### src/rtl/apb_pkg.sv
// -----------------------------------------------------------------------------
// apb_pkg
// Shared definitions for the APB initiator and any APB completer blocks:
//   - apb_state_t    : initiator transfer phase (IDLE / SETUP / ACCESS)
//   - APB_ADDR_W/_DW : default address and data widths of the fabric
//   - APB_RSP_*      : response status encoding (OK, SLVERR, TIMEOUT)
//   - apb_rsp_status : folds the err/timeout flags into that encoding
// -----------------------------------------------------------------------------
package apb_pkg;

  typedef enum logic [1:0] {
    IDLE   = 2'd0,
    SETUP  = 2'd1,
    ACCESS = 2'd2
  } apb_state_t;

  localparam int APB_ADDR_W = 32;
  localparam int APB_DATA_W = 32;

  localparam logic [1:0] APB_RSP_OK      = 2'd0;
  localparam logic [1:0] APB_RSP_SLVERR  = 2'd1;
  localparam logic [1:0] APB_RSP_TIMEOUT = 2'd2;

  // Timeout takes precedence because a timed-out transfer also reports err.
  function automatic logic [1:0] apb_rsp_status(input logic err, input logic timeout);
    logic [1:0] status;
    if (timeout) begin
      status = APB_RSP_TIMEOUT;
    end else if (err) begin
      status = APB_RSP_SLVERR;
    end else begin
      status = APB_RSP_OK;
    end
    return status;
  endfunction

endpackage

### src/rtl/apb_master.sv
// -----------------------------------------------------------------------------
// apb_master
// APB3 initiator. Accepts one command at a time on a valid/ready interface,
// runs a SETUP + ACCESS transfer to a single completer, honours PREADY wait
// states, and reports completion on a one-cycle rsp_valid strobe. A bounded
// ACCESS phase (TIMEOUT cycles, 0 = unbounded) protects against hung
// completers.
//
// Ports:
//   PCLK, PRESETn            clock (rising edge), async active-low reset
//   cmd_valid/cmd_ready      command handshake
//   cmd_write/addr/wdata     command payload
//   rsp_valid                completion pulse (no backpressure)
//   rsp_rdata/err/timeout    completion status, held until the next response
//   PSEL..PWDATA             APB request outputs (all registered)
//   PRDATA/PREADY/PSLVERR    APB completer inputs, only looked at in ACCESS
// -----------------------------------------------------------------------------
module apb_master
  import apb_pkg::*;
#(
  parameter int ADDR_W  = APB_ADDR_W,
  parameter int DATA_W  = APB_DATA_W,
  parameter int TIMEOUT = 16
) (
  input  logic              PCLK,
  input  logic              PRESETn,
  input  logic              cmd_valid,
  output logic              cmd_ready,
  input  logic              cmd_write,
  input  logic [ADDR_W-1:0] cmd_addr,
  input  logic [DATA_W-1:0] cmd_wdata,
  output logic              rsp_valid,
  output logic [DATA_W-1:0] rsp_rdata,
  output logic              rsp_err,
  output logic              rsp_timeout,
  output logic              PSEL,
  output logic              PENABLE,
  output logic              PWRITE,
  output logic [ADDR_W-1:0] PADDR,
  output logic [DATA_W-1:0] PWDATA,
  input  logic [DATA_W-1:0] PRDATA,
  input  logic              PREADY,
  input  logic              PSLVERR
);

  // Counter is at least one bit wide so TIMEOUT = 0 still elaborates.
  localparam int               CNT_W    = (TIMEOUT > 0) ? $clog2(TIMEOUT + 1) : 1;
  localparam logic [CNT_W-1:0] CNT_ONE  = CNT_W'(1);
  localparam logic [CNT_W-1:0] CNT_MAX  = {CNT_W{1'b1}};
  localparam logic [CNT_W-1:0] CNT_LAST = (TIMEOUT > 0) ? CNT_W'(TIMEOUT - 1) : {CNT_W{1'b0}};
  localparam logic             TO_EN    = (TIMEOUT != 0);

  apb_state_t        r_state;
  logic [CNT_W-1:0]  r_cnt;
  logic              r_cmd_ready;
  logic              r_rsp_valid;
  logic [DATA_W-1:0] r_rsp_rdata;
  logic              r_rsp_err;
  logic              r_rsp_timeout;
  logic              r_psel;
  logic              r_penable;
  logic              r_pwrite;
  logic [ADDR_W-1:0] r_paddr;
  logic [DATA_W-1:0] r_pwdata;
  logic              w_accept;
  logic              w_timeout_hit;

  // Handshake uses the registered ready, so acceptance only happens in IDLE.
  assign w_accept      = cmd_valid && r_cmd_ready;
  // Compared against the count before this cycle's increment, so the abort
  // lands on exactly the TIMEOUT-th ACCESS cycle.
  assign w_timeout_hit = TO_EN && (r_cnt == CNT_LAST);

  // Transfer FSM, timeout counter and all registered outputs.
  always_ff @(posedge PCLK or negedge PRESETn) begin
    if (!PRESETn) begin
      r_state       <= IDLE;
      r_cnt         <= {CNT_W{1'b0}};
      r_cmd_ready   <= 1'b0;
      r_rsp_valid   <= 1'b0;
      r_rsp_rdata   <= {DATA_W{1'b0}};
      r_rsp_err     <= 1'b0;
      r_rsp_timeout <= 1'b0;
      r_psel        <= 1'b0;
      r_penable     <= 1'b0;
      r_pwrite      <= 1'b0;
      r_paddr       <= {ADDR_W{1'b0}};
      r_pwdata      <= {DATA_W{1'b0}};
    end else begin
      r_rsp_valid <= 1'b0;
      case (r_state)
        IDLE: begin
          if (w_accept) begin
            r_pwrite    <= cmd_write;
            r_paddr     <= cmd_addr;
            r_pwdata    <= cmd_wdata;
            r_psel      <= 1'b1;
            r_penable   <= 1'b0;
            r_cmd_ready <= 1'b0;
            r_state     <= SETUP;
          end else begin
            // Also raises ready on the first cycle after reset.
            r_cmd_ready <= 1'b1;
          end
        end
        SETUP: begin
          r_penable <= 1'b1;
          r_cnt     <= {CNT_W{1'b0}};
          r_state   <= ACCESS;
        end
        ACCESS: begin
          // A completing PREADY wins over a timeout in the same cycle.
          if (PREADY) begin
            r_psel        <= 1'b0;
            r_penable     <= 1'b0;
            r_rsp_valid   <= 1'b1;
            r_rsp_err     <= PSLVERR;
            r_rsp_rdata   <= r_pwrite ? {DATA_W{1'b0}} : PRDATA;
            r_rsp_timeout <= 1'b0;
            r_cmd_ready   <= 1'b1;
            r_state       <= IDLE;
          end else if (w_timeout_hit) begin
            r_psel        <= 1'b0;
            r_penable     <= 1'b0;
            r_rsp_valid   <= 1'b1;
            r_rsp_err     <= 1'b1;
            r_rsp_rdata   <= {DATA_W{1'b0}};
            r_rsp_timeout <= 1'b1;
            r_cmd_ready   <= 1'b1;
            r_state       <= IDLE;
          end else begin
            // Saturate so an unbounded wait (TIMEOUT = 0) never wraps.
            if (r_cnt != CNT_MAX) begin
              r_cnt <= r_cnt + CNT_ONE;
            end else begin
              r_cnt <= r_cnt;
            end
          end
        end
        default: begin
          r_state     <= IDLE;
          r_psel      <= 1'b0;
          r_penable   <= 1'b0;
          r_cmd_ready <= 1'b0;
        end
      endcase
    end
  end

  assign cmd_ready   = r_cmd_ready;
  assign rsp_valid   = r_rsp_valid;
  assign rsp_rdata   = r_rsp_rdata;
  assign rsp_err     = r_rsp_err;
  assign rsp_timeout = r_rsp_timeout;
  assign PSEL        = r_psel;
  assign PENABLE     = r_penable;
  assign PWRITE      = r_pwrite;
  assign PADDR       = r_paddr;
  assign PWDATA      = r_pwdata;

endmodule

### config.mk
export PLATFORM = sky130hd
export DESIGN_NAME = apb_master
export DESIGN_NICKNAME = d
export VERILOG_FILES = /design/src/rtl/apb_pkg.sv /design/src/rtl/apb_master.sv
export SDC_FILE = /design/constraint.sdc
export NUM_CORES = 1
export LEC_CHECK = 0
export ABC_CLOCK_PERIOD_IN_PS = 2150
export BUFFER_PORTS_ARGS = -buffer_cell sky130_fd_sc_hd__clkbuf_2
export CORE_ASPECT_RATIO = 1.75
export CORE_MARGIN = 2
export CORE_UTILIZATION = 45
export DETAILED_ROUTE_END_ITERATION = 8
export GPL_TIMING_DRIVEN = 0
export PLACE_DENSITY = 0.88
export SLEW_MARGIN = 25
export SYNTH_ARGS = -nofsm -noshare
export SYNTH_HDL_FRONTEND = slang
export SYNTH_SLANG_ARGS = --single-unit
### constraint.sdc
create_clock -name PCLK -period 2.15 [get_ports PCLK]
set_input_delay 0.3225 -clock PCLK [delete_from_list [all_inputs] [get_ports PCLK]]
set_output_delay 0.3225 -clock PCLK [all_outputs]
set_load 0.02 [all_outputs]
==> impl_metrics.ini <==
[outcome]
status = finished, final reports clean

[worst_setup_path]
crit_path_start = r_cnt[0]
critical-path-top-delay-family = simple AND/OR/NAND/NOR gates
required_ps = 2410
end_kind = flip-flop
cp_max_fo = 4
worst-path-buf-inv = 0
crit_chain = ha_1 -> and3_1 -> ha_2 -> or4b_4 -> nor3b_2 -> mux2i_1
worst_ep_arrival_time_ps = 2280
max_stage_delay_ps = 520
slowest_stage = or4b_4
start_kind = flip-flop
critPathKind = flip-flop to flip-flop
r2r_start = r_cnt[0]

[sta]
worst_pin_slew_ps = 384
hold_violations = 0
period_needed_ps = 2020
period_share = 0.938
fin_skew_ps = 9.56
setup_slack_ps = 133
rsz0062_at_grt = no
max_freq_mhz = 496
slew_headroom = 0.743
slew_viol_final = 0
finalSetupViolCount = 0

[place]
place.gp.congestion = 0.828
place_ws_ps = 62.1
dp_hpwl_mm = 7.51
place_inst = 585
numPortBuffers = 204

[drt]
drc_errors = 0
drt_wl_total_mm = 9.73
drt_iter0_drc = 123
ant_nets = 0
avgViaCountPerCell = 4.98
vias = 2996
drtPass1Iterations = 4
wl_per_cell_um = 16.2

[yosys]
yosys.area_share.adder = 0.00916
yosys.area_share.xor_xnor = 0.00214
synth_mux_area_frac = 0.191
ys_seq_elements = 109
synth_top_family_by_area = multiplexers
ys.flop_type = dfrtp_1
async_reset_ff_frac = 1.00
yosys.area_share.simple = 0.0287
synth_seq_area_share = 0.666
syn_nets = 365
avgSynthCellArea_um2 = 15.8
synth_edf_count = 0
synth_compound_area_frac = 0.0809
yosys_warnings = 0
netlist-cell-type-count = 28
synthesis.area_um2 = 4100
synthCells = 260

[worst_hold_path]
min_from = cmd_addr[7]
hold_class = input port to flip-flop

[die]
core_area_um2 = 8980
row_count = 46
die_x_um = 76.1
die_area_um2 = 9910
start_util = 0.456
die_y_um = 130
num_io_pins = 205

[layout]
fin_cells = 602
drive_gt1_frac = 0.568
area_delta_synth_final_pct = 36.9
num_antenna_cells = 0
final_cell_mix = 203 x clkbuf_2, 109 x dfrtp_1, 35 x mux2_2, 32 x a22o_1, 30 x mux2_1
final_common_cell = clkbuf_2
nets = 582
fill_cells = 690

[cts]
clkTransAtPathRegs_ps = 80
clk_path_buf_depth = 2
insertion_delay_ps = 340
htree_levels = 3
cts_root_buf = clkbuf_16
numCtsBuffers = 9
cts_num_sinks = 109
cts_tree = built

[global_route]
grt_start_max_net_pins = 75
grt_pass1_vias = 3083
gr-total-overflow = 0
grt_pass1_wl_mm = 15.0
grt_antenna_before_repair = 0
grt_usage = 0.194

[power]
power.density_nw_per_um2 = 1600
pwr-share-seq = 0.394
switching_share = 0.391
pwr-share-comb = 0.429
intPower_mw = 5.46
total_power_mw = 8.97
leakage_nw = 2.90
clock_power_share = 0.176
p_sw_mw = 3.51
irDropWorstVdd_mv = 0.902

[flow_run]
drv_cap = 0
## through the flow
step                      setup TNS (ps)  cell area (µm²)  hold WS (ps)   util
after global placement            -61280             5270           468  0.587
after CTS                              0             5600           183  0.624
final                                  0             5610           193  0.625
after global routing                   0             5610           180  0.625
after floorplan                        0             4100          26.9      -
after detailed placement               0             5300           254  0.591
## power groups by stage
stage / clock network, mW / registers [mW] / logic (mW)
2_1_floorplan: 0 / 4.65 / 1.34
3_3_place_gp: 0 / 3.50 / 3.79
3_5_place_dp: 0 / 3.58 / 3.90
4_1_cts: 1.61 / 3.54 / 3.91
5_1_grt: 1.70 / 3.67 / 4.12
6_report: 1.58 / 3.54 / 3.85
## path summary, 6_finish.rpt
check / end / slack (ps) / depth (start not counted)
worst max-delay path: r_cnt[2] / 130 / 6
worst min-delay path: PADDR[7] / 190 / 2
worst max register to register: r_cnt[2] / 130 / 6
worst min register to register: PADDR[16] / 490 / 1
max in group asynchronous: rsp_rdata[18] / 1020 / 3
min in group asynchronous: PADDR[14] / 470 / 2
## cell families (layout without fill, tap and decap cells)
logic type,after synthesis,after routing
AO/OA/AOI/OAI,40,40
adder cells (fa/ha/maj),3,3
XOR/XNOR,1,1
buffers and inverters,18,240
multiplexers,70,70
AND/OR/NAND/NOR,19,19
flip-flops,109,109
## cell usage after synthesis (2+ instances only)
library cell | instances | area, µm²
a21oi_1 | 2 | 10.0
a22o_1 | 32 | 280
buf_2 | 10 | 50.1
buf_4 | 3 | 22.5
dfrtp_1 | 109 | 2730
ha_1 | 3 | 37.5
inv_1 | 5 | 18.8
mux2_1 | 30 | 338
mux2_2 | 35 | 394
mux2i_1 | 5 | 50.1
nand2_1 | 7 | 26.3
nand3_1 | 2 | 10.0
nor2_1 | 2 | 7.51
## flip-flops by register name (all words and copies together), names as in the netlist, 2 cells and up
name       count
r_state        2
PADDR         32
PWDATA        32
rsp_rdata     32
r_cnt          5
## timing repair
item                                    in CTS  in global routing
endpoints found under the setup margin       0                 31
resized for setup                            0                  2
buffers inserted                             0                  0
hold buffers                                 1                  0
endpoints found under the hold margin       35                  0
## area by class of cell
cell class	instances	area (µm²)	area share
timing repair buffer	206	1070	0.190
sequential	109	2730	0.486
buffer	13	72.6	0.0129
multi-input combinational	133	1280	0.229
clock inverter	4	32.5	0.00580
clock buffer	12	256	0.0457
inverter	5	18.8	0.00335
tap	120	150	0.0268
## metal layers
layer | track usage | vias to the layer above | routed length, µm
met4 | 0.101 | 0 | 263
met1 | 0.225 | 1498 | 3570
met5 | 0 | - | 0
met2 | 0.347 | 111 | 5490
li1 | - | 1367 | -
met3 | 0.0346 | 20 | 414
Power figures use the tool's default switching activity.
